**src/rtl/priority_encode_display.sv**
```systemverilog
// rtl/priority_encode_display.sv - 3-bit code to LED pattern, priority-encoded back, shown on two 7-seg digits.
// Optional PRIENC_DP_EN lights the right decimal point while the block is disabled.
module priority_encode_display #(
  parameter bit SEG_ACTIVE_LOW = 1'b0
) (
  input  logic       clk,
  input  logic       rst,
  input  logic [2:0] x,
  input  logic       ET,
  input  logic       flag,
  output logic [7:0] switch_led,
  output logic [7:0] a_to_g_left,
  output logic [7:0] a_to_g_right,
  output logic [2:0] B
);

  localparam logic [7:0] SEG_MASK = SEG_ACTIVE_LOW ? 8'hFF : 8'h00;

  function automatic logic [6:0] font(input logic [2:0] d);
    case (d)
      3'd0:    font = 7'h3F;
      3'd1:    font = 7'h06;
      3'd2:    font = 7'h5B;
      3'd3:    font = 7'h4F;
      3'd4:    font = 7'h66;
      3'd5:    font = 7'h6D;
      3'd6:    font = 7'h7D;
      default: font = 7'h07;
    endcase
  endfunction

  logic [8:0] w_therm9;
  logic [7:0] w_pattern;
  logic [2:0] w_b;
  logic       w_gs;
  logic       w_dp_right;
  logic [7:0] w_left;
  logic [7:0] w_right;

  // Thermometer is built in 9 bits so x=7 does not overflow before the subtract.
  assign w_therm9 = (9'd1 << ({1'b0, x} + 4'd1)) - 9'd1;

  always_comb begin
    w_pattern = 8'h00;
    if (ET) begin
      if (flag) w_pattern = w_therm9[7:0];
      else      w_pattern = 8'h01 << x;
    end
  end

  always_comb begin
    w_b = 3'd0;
    for (int i = 0; i < 8; i++) begin
      if (w_pattern[i]) w_b = 3'(i);
    end
  end

  assign w_gs = |w_pattern;

`ifdef PRIENC_DP_EN
  assign w_dp_right = ~ET & ~w_gs;
`else
  assign w_dp_right = 1'b0;
`endif

  assign w_left  = ET   ? {1'b0, font(x)}   : 8'h00;
  assign w_right = w_gs ? {1'b0, font(w_b)} : {w_dp_right, 7'h00};

  always_ff @(posedge clk) begin
    if (rst) begin
      switch_led   <= 8'h00;
      B            <= 3'd0;
      a_to_g_left  <= SEG_MASK;
      a_to_g_right <= SEG_MASK;
    end else begin
      switch_led   <= w_pattern;
      B            <= w_b;
      a_to_g_left  <= w_left ^ SEG_MASK;
      a_to_g_right <= w_right ^ SEG_MASK;
    end
  end

endmodule

```
**config.mk**
```make
export PLATFORM = sky130hd
export DESIGN_NAME = priority_encode_display
export DESIGN_NICKNAME = d
export VERILOG_FILES = /design/src/rtl/priority_encode_display.sv
export SDC_FILE = /design/constraint.sdc
export NUM_CORES = 1
export LEC_CHECK = 0
export ABC_AREA = 0
export BUFFER_PORTS_ARGS = -buffer_cell sky130_fd_sc_hd__buf_2
export CAP_MARGIN = 10
export CORE_ASPECT_RATIO = 0.9
export CORE_UTILIZATION = 50
export CTS_CLUSTER_DIAMETER = 120
export DETAILED_ROUTE_END_ITERATION = 8
export MAX_ROUTING_LAYER = met4
export PLACE_DENSITY = 0.73
export SYNTH_ARGS = -nofsm -noshare
export SYNTH_HDL_FRONTEND = slang
export SYNTH_SLANG_ARGS = --single-unit
```
**constraint.sdc**
```tcl
create_clock -name clk -period 3.6 [get_ports clk]
set_input_delay 1.08 -clock clk [delete_from_list [all_inputs] [get_ports clk]]
set_output_delay 1.08 -clock clk [all_outputs]
set_load 0.01 [all_outputs]
```
==> results of run 1 <==
==> layer usage <==
| metal | GRT usage, % | wire (um) |
|---|---|---|
| met2 | 28.71 | 1065 |
| met4 | 6.250 | 32 |
| met1 | 32.58 | 1313 |
| met3 | 3.704 | 116 |
| met5 | - | 0 |
==> kinds of logic (layout without fill, tap and decap cells) <==
family                     Yosys count  after routing  share of synthesized area [%]
AOI/OAI and AO/OA                   41             41                          26.97
xor gates and xnor gates             1              1                         0.6891
adders and majority gates            4              4                          3.741
buffers and inverters               16             44                          7.775
DFF                                 25             25                          39.37
muxes                                1              1                         0.7874
other                                1              2                         0.2950
and+or+nand+nor                     50             50                          20.37
==> worst max-delay path: stages <==
cell and delay (ns):
sky130_fd_sc_hd__buf_2 0.10, sky130_fd_sc_hd__nand2_1 0.11, sky130_fd_sc_hd__inv_1 0.07, sky130_fd_sc_hd__ha_1 0.35, sky130_fd_sc_hd__nand3_1 0.11, sky130_fd_sc_hd__ha_1 0.22
sky130_fd_sc_hd__a21boi_1 0.14, sky130_fd_sc_hd__o221ai_2 0.37, sky130_fd_sc_hd__nand3_1 0.24, sky130_fd_sc_hd__o31ai_2 0.46, sky130_fd_sc_hd__a31oi_1 0.10
==> worst min-delay path by stage <==
stage                     startpoint            end  slack (ns)  cells past startpoint
after global routing             rst           B[1]        1.04                      2
final                            rst           B[1]        1.03                      2
after global placement           rst  switch_led[0]        1.38                      2
after CTS                        rst           B[1]        1.03                      2
after floorplan                   ET  switch_led[6]        1.27                      2
after detailed placement         rst           B[1]        1.38                      2
==> power by group <==
part | internal (W) | leakage [nW] | switching, W
combinational | 0.0000558 | 0.437 | 0.0000851
sequential | 0.000296 | 0.206 | 0.00000380
clock | 0.0000416 | 0.0177 | 0.0000811
==> registers in the layout, indices dropped and copies added (netlist names) <==
register and flops:
switch_led 8, B 3, a_to_g_left 7, a_to_g_right 7
==> layout by cell type (no fill, tap or decap), drive strengths merged, types with 2 or more instances in the layout <==
cell type / synthesis / layout
a211oi: 2 / 2
a21boi: 2 / 2
a21oi: 7 / 7
a31oi: 3 / 3
buf: 10 / 36
clkbuf: 2 / 3
conb: 1 / 2
dfxtp: 25 / 25
ha: 3 / 3
inv: 4 / 4
nand2: 9 / 9
nand2b: 2 / 2
nand3: 4 / 4
nand4: 2 / 2
nor2: 18 / 18
nor2b: 3 / 3
nor3: 5 / 5
o211ai: 4 / 4
o21a: 4 / 4
o21ai: 9 / 9
o31ai: 2 / 2
==> stage by stage <==
step	power [W]	setup slack, ns	cell area, um2	hold WS, ns
after global placement	0.0004441	0.2658	1418	1.383
after floorplan	0.0004101	0.3025	1275	1.273
final	0.0005639	0.4382	1445	1.032
after global routing	0.0005957	0.2636	1445	1.037
after CTS	0.0005642	0.4465	1445	1.033
after detailed placement	0.0004466	0.09947	1418	1.378
==> layout make-up <==
class	instances	area, um2
clock inverter	1	5.005
sequential	25	500.5
clock buffer	3	22.52
fill	213	837.1
multi-input combinational	99	675.6
inverter	4	15.01
tap	27	33.78
timing repair buffer	36	192.7
==> Implementation_results.wiki, run 1 <==
{| class="wikitable"
! Metric !! Value
|-
| Cell type with the highest aggregate area in the netlist || sky130_fd_sc_hd__dfxtp_1
|-
| Clock edge transition at the registers on the reported setup and hold paths || roughly 0.13 ns
|-
| Count of antenna diodes in the layout || 0
|-
| Area fraction of the dominant cell type after synthesis || between 30% and 40%
|-
| Area of the die || around 2700 um2
|-
| Yosys cell types || 47
|-
| Number of instances resized during post-cts repair || 0
|-
| Final hold viol count || 0
|-
| Num ports || 34
|-
| Post-Route WL || around 2500 um
|-
| Outcome || completed
|-
| Maximum clock insertion buffer count || 2
|-
| Type of origin of the critical path || input pin
|-
| Total routing resource utilization after global routing || 21.53%
|-
| Number of failing setup endpoints in the final timing report || 0
|-
| Summed negative setup slack over all endpoints || 0 ns
|-
| # clock sinks || 25
|-
| VDD IR-drop max || 0.2794 mV
|-
| Antenna violations before repair || 0
|-
| Share of layout cells above drive strength 1 || about a third
|-
| Standard cell core area || about 2300 um2
|-
| Portion of the clock cycle consumed by the worst path in the final layout || between 80% and 90%
|-
| Yosys synthesis warning count || 0
|-
| Cts bufs inserted || 3
|-
| Critical Setup Path Class || in2reg
|-
| Wire length per cell after detailed routing || around 13 um
|-
| DRC || 0
|-
| Worst setup EP type || flip-flop
|-
| Flops & latches, synth || 25
|-
| Sum of overflow across all layers after global routing || 0
|-
| Root Driver || sky130_fd_sc_hd__clkbuf_4
|-
| Height of the chip || 49.84 um
|-
| Power density over cell area || a little under 400 nW/um2
|-
| Cell area after synthesis || approximately 1300 um2
|-
| Vias per cell || about 5.7
|-
| Most area-consuming cells after synthesis || sky130_fd_sc_hd__dfxtp_1, sky130_fd_sc_hd__nor2_1, sky130_fd_sc_hd__o21ai_0
|-
| First-pass GRT wire length || roughly 4300 um
|-
| Post-layout min period || 3.162 ns
|-
| DP HPWL || between 1500 and 2000 um
|-
| Number of synthesized flops with an enable pin || 0
|-
| Max Clk Rate || around 0.32 GHz
|-
| Routed vias || between 1000 and 1500
|-
| Cell Count, Final, Fillers Out || around 200
|-
| Largest net degree at the start of global routing || 22
|-
| Min-Delay Path Class || in2reg
|-
| Most numerous cell in the Yosys netlist || sky130_fd_sc_hd__dfxtp_1
|-
| Start point of the critical path || x[1]
|-
| Register area share after synthesis || 39.37%
|-
| Leak Pwr || roughly 0.66 nW
|-
| Synth Area per Inst || roughly 9.1 um2
|-
| Antenna-violating nets left || 0
|-
| Final core utilization || around 63%
|-
| Post-layout nets || approximately 180
|-
| Pre-antenna DRT Iters || 4
|-
| Synthesized instance count || roughly 140
|-
| Hold Buf Count CTS || 0
|-
| Clock tree from TritonCTS || yes
|-
| Starting DRT DRC Count || 20
|-
| Placed Instances || about 190
|-
| Fraction of registers with async set/reset || 0%
|-
| Primary FF master, synth || sky130_fd_sc_hd__dfxtp_1
|-
| Final max-slew violation count || 0
|-
| Number of input and output port buffers inserted || 31
|-
| Worst setup endpoint || a_to_g_right[2]
|-
| Width of the die || 55.15 um
|-
| CP required || roughly 3.8 ns
|-
| Setup Fix Bufs, Post-CTS || 0
|-
| Critical path fanouts, max || 8
|-
| Row count || 16
|-
| Final Wtd Congestion || around 0.89
|-
| CTS H-tree depth || 1
|-
| Number of global-route vias before repair || 942
|-
| Initial Utilization || 55.70%
|-
| Number of maximum-capacitance violations || 0
|-
| List of most frequent post-synthesis cells || sky130_fd_sc_hd__dfxtp_1, sky130_fd_sc_hd__nor2_1, sky130_fd_sc_hd__nand2_1
|-
| Relative area change from synthesis to final layout || 13.68%
|-
| CP Data Arrival Time || approximately 3.4 ns
|-
| Unrepaired setup endpoints after global routing || false
|}
Note: power is estimated with default switching activity, not from simulation.
==> run 2: changes to the inputs <==
--- a/config.mk
+++ b/config.mk
@@ -7,3 +7,3 @@
 export LEC_CHECK = 0
-export ABC_AREA = 0
+export ABC_AREA = 1
 export BUFFER_PORTS_ARGS = -buffer_cell sky130_fd_sc_hd__buf_2
@@ -14,4 +14,5 @@
 export DETAILED_ROUTE_END_ITERATION = 8
+export HOLD_SLACK_MARGIN = 0.12
 export MAX_ROUTING_LAYER = met4
-export PLACE_DENSITY = 0.73
+export PLACE_DENSITY = 0.74
 export SYNTH_ARGS = -nofsm -noshare
==> constraint.sdc (replaced) <==
create_clock -name clk -period 3.6 [get_ports clk]
set_input_delay 0.36 -clock clk [delete_from_list [all_inputs] [get_ports clk]]
set_output_delay 0.36 -clock clk [all_outputs]
set_load 0.01 [all_outputs]
==> run 2 against run 1 <==
Critical endpoint is now a_to_g_right[5]. Area after synthesis decreased by 5.1%. Utilization fell by 0.60 points. Global-route usage grew 0.75 points. Sequential share of layout area rose by 1.3 points. Final cell count rose by 9.2%. Worst setup slack improved by 0.97 ns. Critical path type unchanged.
==> Implementation_results.wiki, run 2 <==
{| class="wikitable"
! Metric !! Value
|-
| Vias per cell || 4.789 (-15%)
|-
| Cts bufs inserted || 3 (unchanged)
|-
| Height of the chip || 48.60 um (-2.5%)
|-
| Area fraction of the dominant cell type after synthesis || 41.49% (+2.1 points)
|-
| Hold Buf Count CTS || 0 (unchanged)
|-
| Power density over cell area || 423.9 nW/um2 (+8.6%)
|-
| Number of instances resized during post-cts repair || 0 (unchanged)
|-
| Number of global-route vias before repair || 966 (+2.5%)
|-
| Post-layout nets || 197 (+10%)
|-
| Critical Setup Path Class || in2reg
|-
| Dpl ws || 1.046 ns (+0.9461 ns)
|-
| List of most frequent post-synthesis cells || sky130_fd_sc_hd__nand2_1, sky130_fd_sc_hd__dfxtp_1, sky130_fd_sc_hd__nor2_1
|-
| Root Driver || sky130_fd_sc_hd__clkbuf_4
|-
| Cell area after synthesis || 1206 um2 (-5.1%)
|-
| Final core utilization || 62.73% (-0.60 points)
|-
| Largest net degree at the start of global routing || 16 (-27%)
|-
| Total routing resource utilization after global routing || 22.28% (+0.75 points)
|-
| Most frequent cells in the layout || sky130_fd_sc_hd__buf_2, sky130_fd_sc_hd__nand2_1, sky130_fd_sc_hd__dfxtp_1
|-
| Sum of overflow across all layers after global routing || 0 (unchanged)
|-
| # clock sinks || 25 (unchanged)
|-
| Max Clk Rate || 0.4555 GHz (+44%)
|-
| CTS H-tree depth || 1 (unchanged)
|-
| Relative area change from synthesis to final layout || 15.56%
|-
| Fraction of registers with async set/reset || 0% (unchanged)
|-
| Row count || 16 (unchanged)
|-
| Wire length per cell after detailed routing || 11.06 um (-15%)
|-
| Number of failing setup endpoints in the final timing report || 0 (unchanged)
|-
| Final hold viol count || 0 (unchanged)
|-
| Setup Fix Bufs, Post-CTS || 0 (unchanged)
|-
| Primary FF master, synth || sky130_fd_sc_hd__dfxtp_1
|-
| DRC || 0 (unchanged)
|-
| Maximum clock insertion buffer count || 2 (unchanged)
|-
| Final Wtd Congestion || 0.8454 (-5.5%)
|-
| Cell type with the highest aggregate area in the netlist || sky130_fd_sc_hd__dfxtp_1
|-
| Critical path fanouts, max || 8 (unchanged)
|-
| PnR worst setup slack || 1.405 ns (+0.9664 ns)
|-
| Slowest stage cell on the critical path || sky130_fd_sc_hd__ha_1
|-
| Min-Delay Path Class || in2reg
|-
| CP Data Arrival Time || 2.43 ns (-0.93 ns)
|-
| Biggest register || switch_led
|-
| Post-Route WL || 2356 um (-6.8%)
|-
| Outcome || completed
|-
| Antenna-violating nets left || 0 (unchanged)
|-
| DP HPWL || 1853 um (-1.4%)
|-
| VDD IR-drop max || 0.2252 mV (-19%)
|-
| Standard cell core area || 2222 um2 (-2.6%)
|-
| Leak Pwr || 0.7598 nW (+15%)
|-
| Width of the die || 53.77 um (-2.5%)
|-
| Cell area after placement || 1364 um2 (-3.8%)
|-
| Max reg flops || 8 (unchanged)
|-
| Number of synthesized flops with an enable pin || 0 (unchanged)
|-
| Clock edge transition at the registers on the reported setup and hold paths || 0.15 ns (+0.02 ns)
|-
| Synthesized instance count || 155 (+12%)
|-
| Yosys synthesis warning count || 0 (unchanged)
|-
| Count of antenna diodes in the layout || 0 (unchanged)
|-
| Worst setup EP type || flip-flop
|-
| Largest regs || switch_led (8), a_to_g_left (7), a_to_g_right (7)
|-
| Share of layout cells above drive strength 1 || 35.48% (+2.7 points)
|-
| Worst path max stage delay || 0.33 ns (-0.13 ns)
|-
| Final max-slew violation count || 0 (unchanged)
|-
| Starting DRT DRC Count || 20 (unchanged)
|-
| Type of origin of the critical path || input pin
|-
| Synth Area per Inst || 7.782 um2 (-15%)
|-
| Most used cell along the critical path || sky130_fd_sc_hd__nand2_1
|-
| Unrepaired setup endpoints after global routing || false
|-
| Number of input and output port buffers inserted || 31 (unchanged)
|-
| Clock tree from TritonCTS || yes
|-
| Post-layout min period || 2.195 ns (-0.9664 ns)
|-
| Area of the die || 2613 um2 (-4.9%)
|-
| First-pass GRT wire length || 4195 um (-1.5%)
|-
| Portion of the clock cycle consumed by the worst path in the final layout || 60.98% (-27 points)
|-
| Routed vias || 1020 (-7.4%)
|-
| Leading cell type in the layout, fill and taps excluded || sky130_fd_sc_hd__buf_2
|-
| Post-route cell area || 1394 um2 (-3.5%)
|-
| Num ports || 34 (unchanged)
|-
| Number of maximum-capacitance violations || 0 (unchanged)
|-
| Summed negative setup slack over all endpoints || 0 ns (unchanged)
|-
| Ordered cell list for the critical path || buf_2, nand2_4, inv_2, ha_1, nand2_1, ha_1, nand2_1, nand2_1, nor2_1, nand2_1, nand2_1, nand2_1, nand2_2, nand2_2, nand2_2, a21oi_1, o21ai_0, inv_1
|-
| Yosys cell types || 26 (-45%)
|-
| Most numerous cell in the Yosys netlist || sky130_fd_sc_hd__nand2_1
|-
| Most area-consuming cells after synthesis || sky130_fd_sc_hd__dfxtp_1, sky130_fd_sc_hd__nand2_1, sky130_fd_sc_hd__nor2_1
|-
| Register area share after synthesis || 41.49% (+2.1 points)
|-
| CP required || 3.83 ns (+0.03 ns)
|-
| Initial Utilization || 54.28% (-1.4 points)
|-
| Pre-antenna DRT Iters || 4 (unchanged)
|-
| Antenna violations before repair || 0 (unchanged)
|-
| Flops & latches, synth || 25 (unchanged)
|}
## run 2: worst max-delay path: cells and delay by family
kind                       cells  cell delay, ns
and+or+nand+nor               11            0.92
adders and majority gates      2            0.62
buffers and inverters          3            0.29
AOI/OAI and AO/OA              2            0.24
## run 2: routing by layer
layer,wire (um),track usage [%]
met2,1028,32.72
met5,0,-
met1,1191,30.27
met3,116,5.660
met4,20,5.263
## run 2: power by group
part	internal, W	total, W	switching (W)
registers	0.000301	0.000306	0.00000451
clock network	0.0000424	0.000129	0.0000862
logic	0.0000544	0.000156	0.000102
total	0.000398	0.000591	0.000193
## run 2: kinds of logic (layout without fill, tap and decap cells)
group | Yosys count | in the layout | share of synthesized area (%)
other | 1 | 2 | 0.3109
buffers and inverters | 26 | 56 | 9.439
DFF | 25 | 25 | 41.49
and+or+nand+nor | 85 | 85 | 38.38
adders and majority gates | 3 | 3 | 3.112
AOI/OAI and AO/OA | 15 | 15 | 7.260
## run 2: layout make-up
cell class	count	area, um2
Multi-Input combinational cell	105	595.6
Clock buffer	3	22.52
Inverter	21	78.83
Timing Repair Buffer	31	155.1
Fill cell	216	828.3
Clock inverter	1	7.507
Tap cell	27	33.78
Sequential cell	25	500.5
## run 2: worst paths after layout
check | from | cells past startpoint | endpoint | slack (ns)
max | x[1] | 18 | a_to_g_right[5] | 1.40
min | rst | 2 | switch_led[6] | 0.31
## run 2: through the flow
step                power (W)  hold WS [ns]  instances
finish              0.0005908        0.3133        213
detailed placement  0.0004681        0.6671        209
CTS                 0.0005948        0.3094        213
global route        0.0006336        0.3069        213
floorplan           0.0004242        0.4393        156
global placement    0.0004652        0.6591        209
